==> src/rtl/dm_arbiter.sv <==
`default_nettype none
// ============================================================================
//  Module      : dm_arbiter
//  Description : Two-port (A = CPU, B = DMA) round-robin arbiter in front of a
//                single-port byte-addressed data memory. One access in flight
//                at most. Every access is range/encoding checked when it is
//                latched, and rejected accesses never touch memory.
//  Ports       : clk, rstn (sync, active-low)
//                a_* / b_*  : req, we, wbits, rbits, addr, wdata in;
//                             gnt, done, err, rdata out
//                mem_*      : r, wr, wbits, rbits, addr, wdata out; rdata in
//  Revision    : 1.0 - initial release
// ============================================================================
module dm_arbiter #(
    parameter int DEPTH   = 512,
    parameter int RR_INIT = 0
) (
    input  logic        clk,
    input  logic        rstn,
    // requester A (CPU)
    input  logic        a_req,
    input  logic        a_we,
    input  logic [1:0]  a_wbits,
    input  logic [2:0]  a_rbits,
    input  logic [31:0] a_addr,
    input  logic [31:0] a_wdata,
    output logic        a_gnt,
    output logic        a_done,
    output logic        a_err,
    output logic [31:0] a_rdata,
    // requester B (DMA)
    input  logic        b_req,
    input  logic        b_we,
    input  logic [1:0]  b_wbits,
    input  logic [2:0]  b_rbits,
    input  logic [31:0] b_addr,
    input  logic [31:0] b_wdata,
    output logic        b_gnt,
    output logic        b_done,
    output logic        b_err,
    output logic [31:0] b_rdata,
    // data memory command
    output logic        mem_r,
    output logic        mem_wr,
    output logic [1:0]  mem_wbits,
    output logic [2:0]  mem_rbits,
    output logic [31:0] mem_addr,
    output logic [31:0] mem_wdata,
    input  logic [31:0] mem_rdata
);

    localparam logic [1:0]  c_ST_IDLE  = 2'd0;
    localparam logic [1:0]  c_ST_ISSUE = 2'd1;
    localparam logic [1:0]  c_ST_DONE  = 2'd2;

    // Load codes shared with the data memory
    localparam logic [2:0]  c_LD_LB  = 3'b000;
    localparam logic [2:0]  c_LD_LH  = 3'b001;
    localparam logic [2:0]  c_LD_LW  = 3'b010;
    localparam logic [2:0]  c_LD_LBU = 3'b100;
    localparam logic [2:0]  c_LD_LHU = 3'b101;

    localparam logic [32:0] c_DEPTH33 = 33'(DEPTH);

    logic [1:0]  r_state;
    logic        r_prio;      // 0 = A has priority, 1 = B
    logic        r_owner;     // port that owns the access in flight
    logic        r_we;
    logic        r_err;
    logic [1:0]  r_wbits;
    logic [2:0]  r_rbits;
    logic [31:0] r_addr;
    logic [31:0] r_wdata;
    logic [31:0] r_rdata_a;
    logic [31:0] r_rdata_b;

    logic        w_idle;
    logic        w_issue;
    logic        w_done;
    logic        w_sel_b;
    logic        w_we;
    logic [1:0]  w_wbits;
    logic [2:0]  w_rbits;
    logic [31:0] w_addr;
    logic [31:0] w_wdata;
    logic [2:0]  w_cnt;
    logic        w_bad_code;
    logic [32:0] w_end;
    logic        w_err;

    // Gating with rstn keeps gnt/done quiet during the reset cycle itself.
    assign w_idle  = rstn && (r_state == c_ST_IDLE);
    assign w_issue = rstn && (r_state == c_ST_ISSUE);
    assign w_done  = rstn && (r_state == c_ST_DONE);

    assign a_gnt = w_idle & a_req & (~b_req | ~r_prio);
    assign b_gnt = w_idle & b_req & (~a_req |  r_prio);

    // Command of whichever port wins this cycle
    assign w_sel_b = b_gnt;
    assign w_we    = w_sel_b ? b_we    : a_we;
    assign w_wbits = w_sel_b ? b_wbits : a_wbits;
    assign w_rbits = w_sel_b ? b_rbits : a_rbits;
    assign w_addr  = w_sel_b ? b_addr  : a_addr;
    assign w_wdata = w_sel_b ? b_wdata : a_wdata;

    always_comb begin
        w_cnt      = 3'd4;
        w_bad_code = 1'b0;
        if (w_we) begin
            case (w_wbits)
                2'b00:   w_cnt = 3'd4;
                2'b01:   w_cnt = 3'd2;
                2'b10:   w_cnt = 3'd1;
                default: w_bad_code = 1'b1;
            endcase
        end else begin
            case (w_rbits)
                c_LD_LW:           w_cnt = 3'd4;
                c_LD_LH, c_LD_LHU: w_cnt = 3'd2;
                c_LD_LB, c_LD_LBU: w_cnt = 3'd1;
                default:           w_bad_code = 1'b1;
            endcase
        end
    end

    // 33-bit end address so accesses near 2^32 cannot wrap into range
    assign w_end = {1'b0, w_addr} + {30'd0, w_cnt};
    assign w_err = w_bad_code | (w_end > c_DEPTH33);

    always_ff @(posedge clk) begin
        if (!rstn) begin
            r_state   <= c_ST_IDLE;
            r_prio    <= (RR_INIT != 0);
            r_owner   <= 1'b0;
            r_we      <= 1'b0;
            r_err     <= 1'b0;
            r_wbits   <= 2'b00;
            r_rbits   <= 3'b000;
            r_addr    <= 32'd0;
            r_wdata   <= 32'd0;
            r_rdata_a <= 32'd0;
            r_rdata_b <= 32'd0;
        end else begin
            case (r_state)
                c_ST_IDLE: begin
                    if (a_gnt || b_gnt) begin
                        r_state <= c_ST_ISSUE;
                        r_owner <= w_sel_b;
                        r_prio  <= ~w_sel_b;
                        r_we    <= w_we;
                        r_err   <= w_err;
                        r_wbits <= w_wbits;
                        r_rbits <= w_rbits;
                        r_addr  <= w_addr;
                        r_wdata <= w_wdata;
                    end
                end
                c_ST_ISSUE: begin
                    // Result lands directly in the owner's rdata register so
                    // the other port keeps its last completed value.
                    if (r_owner) begin
                        r_rdata_b <= (r_we || r_err) ? 32'd0 : mem_rdata;
                    end else begin
                        r_rdata_a <= (r_we || r_err) ? 32'd0 : mem_rdata;
                    end
                    r_state <= c_ST_DONE;
                end
                c_ST_DONE: begin
                    r_state <= c_ST_IDLE;
                end
                default: begin
                    r_state <= c_ST_IDLE;
                end
            endcase
        end
    end

    // Command registers only change on a handshake, so they hold outside ISSUE
    assign mem_addr  = r_addr;
    assign mem_wdata = r_wdata;
    assign mem_wbits = r_wbits;
    assign mem_rbits = r_rbits;
    assign mem_wr    = w_issue &  r_we & ~r_err;
    assign mem_r     = w_issue & ~r_we & ~r_err;

    assign a_done  = w_done & ~r_owner;
    assign b_done  = w_done &  r_owner;
    assign a_err   = a_done & r_err;
    assign b_err   = b_done & r_err;
    assign a_rdata = r_rdata_a;
    assign b_rdata = r_rdata_b;

endmodule
`default_nettype wire

==> config.mk <==
export PLATFORM = sky130hd
export DESIGN_NAME = dm_arbiter
export DESIGN_NICKNAME = d
export VERILOG_FILES = /design/src/rtl/dm_arbiter.sv
export SDC_FILE = /design/constraint.sdc
export NUM_CORES = 1
export LEC_CHECK = 0
export BUFFER_PORTS_ARGS = -buffer_cell sky130_fd_sc_hd__buf_2
export CORE_UTILIZATION = 48
export DETAILED_ROUTE_END_ITERATION = 7
export PLACE_DENSITY = 0.81
export SYNTH_ARGS = -nofsm -noshare
export SYNTH_HDL_FRONTEND = slang
export SYNTH_SLANG_ARGS = --single-unit
==> constraint.sdc <==
create_clock -name clk -period 5.7 [get_ports clk]
set_input_delay 0.855 -clock clk [delete_from_list [all_inputs] [get_ports clk]]
set_output_delay 0.855 -clock clk [all_outputs]
set_load 0.05 [all_outputs]
* Yosys cells after proc, flatten, opt, wreduce, memory -nomap -nowiden
Cells that the tools add are included.
Storage, ports and cells: register bits 139, bits of input ports 176, output and inout port bits 141
Cells by class: add/sub/neg operators 1, $lt $le $gt $ge 1, equal/unequal tests 9, multiplexer cells 14, bitwise operators 22, reductions and logical operators 15
Operator list (count):
- 2-to-1 mux 32 bit | 3
- adder 32 x 3 -> 33 bit | 1
- greater-than comparator 33 x 10 -> 1 bit, second input constant | 1
- bitwise AND 1 bit | 12
- case mux 3 bit (2 select lines) | 2
- inverter 1 bit | 7
- equality test 3 bit, second input constant | 2
- 2-to-1 mux 3 bit | 2
- AND reduction 2 bit | 3
- OR reduction 5 bit | 1
- equality test 2 x 1 -> 1 bit, second input constant | 2
- equality test 2 bit, second input constant | 2
- logical NOT 2 bit | 2
- 2-to-1 mux 1 bit | 4
- 2-to-1 mux 2 bit | 2
- case mux 2 bit (2 select lines) | 1
- OR reduction 2 bit | 2
- equality test 3 x 1 -> 1 bit, second input constant | 1
- equality test 3 x 2 -> 1 bit, second input constant | 1
- logical AND 1 bit | 3
- logical NOT 3 bit | 1
- OR 1 bit | 3
- OR reduction 3 bit | 1
- logical OR 1 bit | 2
- != test 2 x 1 -> 1 bit, second input constant | 1

* Logic depth before layout (Yosys ltp)
word-level depth 12, gate-level depth with buffers 23

* Worst setup path after synthesis
Ideal clock, no wire load.
kind in2reg, start point input rstn, end point register r_err, arrival time 4.997 ns, path slack 0.575 ns, stages on the path 22, buffers on the path 4, cells stage by stage nor3b_4 nand3_4 clkinv_2 buf_6 buf_2 buf_4 clkbuf_1 mux2i_1 ha_1 a22o_1 ha_1 inv_1 fa_1 nor2b_1 o21ai_0 nor4_1 nor2_1 nor3b_1 o31ai_1 or4_1 nor4_1 a21oi_1
Between the ends: longest elaborated chain between the ends 11, elaborated cells on any way between the ends 32
RTL lines:
- from (decl) | line 19 | input logic rstn,
- logical AND 1 bit | line 92 | assign w_idle = rstn && (r_state == c_ST_IDLE);
- bitwise AND 1 bit (2 in a row) | line 97 | assign b_gnt = w_idle & b_req & (~a_req | r_prio);
- 2-to-1 mux 3 bit | line 103 | assign w_rbits = w_sel_b ? b_rbits : a_rbits;
- equality test 3 bit, or another cell as far along | line 118 | case (w_rbits)
- OR reduction 2 bit | line 118
- case mux 3 bit (2 select lines) | line 118
- 2-to-1 mux 3 bit | line 110 | if (w_we) begin
- adder 32 x 3 -> 33 bit | line 128 | assign w_end = {1'b0, w_addr} + {30'd0, w_cnt};
- greater-than comparator 33 x 10 -> 1 bit | line 129 | assign w_err = w_bad_code | (w_end > c_DEPTH33);
- OR 1 bit | line 129
- to (signal assigned) | line 152 | r_err <= w_err;
- to (decl) | line 69 | logic r_err;
Several ways; a longest one is shown, not always the timed one. A chain may end at the register's enable or synchronous reset.

* Worst setup path in the final report
start point input rstn, end point register r_err
Between the ends: elaborated cells on any way between the ends 32
RTL lines:
- logical AND 1 bit (*) | line 92
- bitwise AND 1 bit (*) (2 in a row) | line 97
- 2-to-1 mux 2 bit (*) | line 102 | assign w_wbits = w_sel_b ? b_wbits : a_wbits;
- named net w_wbits[1] | line 82 | logic [1:0] w_wbits;
- equality test 2 bit / equality test 2 x 1 -> 1 bit (equally long branches) | line 111 | case (w_wbits)
- case mux 3 bit (2 select lines) | line 111
- 2-to-1 mux 3 bit | line 110
- adder 32 x 3 -> 33 bit | line 128
- greater-than comparator 33 x 10 -> 1 bit | line 129
- OR 1 bit (*) | line 129
Mark *: on every way through the listed nets, which the timed path passes. The rest lies on a longest branch.

==> results.cfg <==
[cells_and_area]
area_growth_pct = 32.2
layout_common_cells = buf_2, nand2_1, dfxtp_1
finalInstanceArea_um2 = 9190
drive_gt1_share_pct = 31.5
final_nets = 1367
final_common_cell = buf_2

[route]
wire_per_inst_um = 16.8
drtIter0Drc = 637
drtPass1Iterations = 5
via_per_inst = 5.66
wirelength_mm = 23.2
drc = 0
vias = 7834
ant_nets = 0

[setup_path]
cp_max_fo = 15
critPathKind = primary input to flip-flop
cp-start-kind = primary input
reg2regPathDepth = 19
endpoint_kind = flip-flop
critical_path_arrival_ns = 5.21
worstPathRequired_ns = 6.00

[power]
p_leak_nw = 4.08
peakVddDrop_uv = 208
p_per_area_nw_per_um2 = 314

[sta]
tightest_slew_ns = 1.15
setup_ws_ns = 0.791
report.final.setup_viol = 0
slew_headroom_pct = 23.3
finalCritPeriodShare_pct = 86.1
rsz0062_at_grt = false
hold_viol_final = 0
period_needed_ns = 4.91
timing.final.max_slew_violations = 0
fin_setup_tns_ns = 0
max_freq_mhz = 204
clock_skew_ns = 0.00873

[placed_design]
pre_cts_slack_ns = 0.543
portBuffers = 316
postPlaceCellArea_um2 = 8580
dp_hpwl_mm = 16.6
gp_congestion = 0.929

[grt]
antenna_found_initial = 6
grt_pass1_vias = 6999
gr-total-overflow = 0
grt_pass1_wl_mm = 35.1
grt.total_usage_pct = 30.1
grt_max_degree = 106

[clock_network]
ctsResizeCount = 0
cts.sink_count = 139
clk_path_buf_depth = 2
h-tree-depth = 4
clock_latency_ns = 0.42
cts_buffers = 17
cts_tree = built
cts_hold_buffers = 0
clkSlewWorstSetupHoldPaths_ns = 0.07
post_cts_buffers = 0
cts_root_buf = clkbuf_16

[flow_run]
max_cap_viol_count = 0

[floorplanning]
start_util_pct = 49.7
ios = 317
core_area_um2 = 14000
die_width_um = 122
row_count = 43
dieHeight_um = 122
die_area_um2 = 15000

[outcome]
status = finished, final reports clean

[yosys]
netlist_instances = 904
syn_nets = 1087
syn-cell-area_um2 = 6950
avgSynthCellArea_um2 = 7.69
synth_warnings = 0
synthArstFlopShare_pct = 0
synth-edff-count = 0
netlist-cell-type-count = 60
synth_ff_type = dfxtp_1
synth_seq_cells = 139
yosysSeqAreaShare_pct = 40.1

[hold_path]
hp-class = flip-flop to flip-flop
holdPathStages = 2
[metrics by stage]
step	hold WS, ns	util [%]	power [mW]	instances
floorplan	0.453	-	1.57	904
detailed placement	0.445	61.3	1.79	1345
CTS	0.453	65.6	2.89	1377
finish	0.452	65.7	2.88	1383
global route	0.468	65.7	3.00	1382
global placement	0.438	61.3	1.78	1345
[cells by family after synthesis]
logic type,count (synthesis),synth area share [%]
simple gates,402,26.5
mux,29,4.30
flops,139,40.1
fa+ha+maj,7,1.37
xor+xnor,16,2.02
compound gates,228,20.8
buf+inv,83,4.92
[metal layers]
| layer | wire (um) | global-route usage (%) |
|---|---|---|
| met1 | 9750 | 37.6 |
| met2 | 10900 | 48.8 |
| met3 | 1600 | 5.86 |
| met4 | 971 | 16.1 |
| met5 | 0 | 0 |
[where the power goes]
part	total (mW)	switching (mW)	leakage [nW]	internal (mW)
combinational	0.701	0.507	2.66	0.194
sequential	1.07	0.0347	1.13	1.04
clock	1.11	0.479	0.295	0.633
total	2.88	1.02	4.08	1.86
[final cells by class]
type | instances | area (um^2)
inverters | 16 | 63.8
well taps | 180 | 225
diodes | 6 | 15.0
flip-flops and latches | 139 | 2780
fillers | 1249 | 4800
clock inverters | 14 | 153
multi-input cells | 682 | 3840
repair buffers | 328 | 1670
clock buffers | 18 | 439
[state kept, by name (all words and copies together) (netlist names), 2 cells and up]
name and flops:
r_state 2, b_rdata 32, mem_rbits 3, mem_wbits 2, a_rdata 32, mem_wdata 32
mem_addr 32
[worst paths after layout]
kind / from / endpoint / slack (ns)
max: rstn / r_err / 0.79
min: a_rdata[21] / a_rdata[21] / 0.45
max reg2reg: r_state[1] / r_err / 1.05
min reg2reg: a_rdata[21] / a_rdata[21] / 0.45
[synthesized netlist by cell type (all sizes together), types with 14 or more instances]
cell	number	area share [%]
nand2	181	9.8
dfxtp	139	40
a21oi	117	8.4
nand3	84	6.2
nor2	63	3.4
clkbuf	54	2.9
a22oi	32	3.5
a311oi	26	3.3
mux2i	25	3.7
nand4	14	1.3
nor3	14	1.0
[worst max-delay path, stage by stage]
cell and delay [ns]:
buf_2 0.15, nor3b_4 0.30, nand3_4 0.24, buf_4 0.27
mux2i_1 0.19, inv_1 0.11, ha_1 0.17, a22o_1 0.16
ha_1 0.19, inv_1 0.06, fa_1 0.40, nor2b_1 0.27
o21ai_0 0.12, nor4_1 0.32, nor2_1 0.12, nor3b_1 0.23
o31ai_1 0.11, or4_1 0.50, nor4_1 0.33, a21oi_1 0.11
Power figures use the tool's default switching activity.
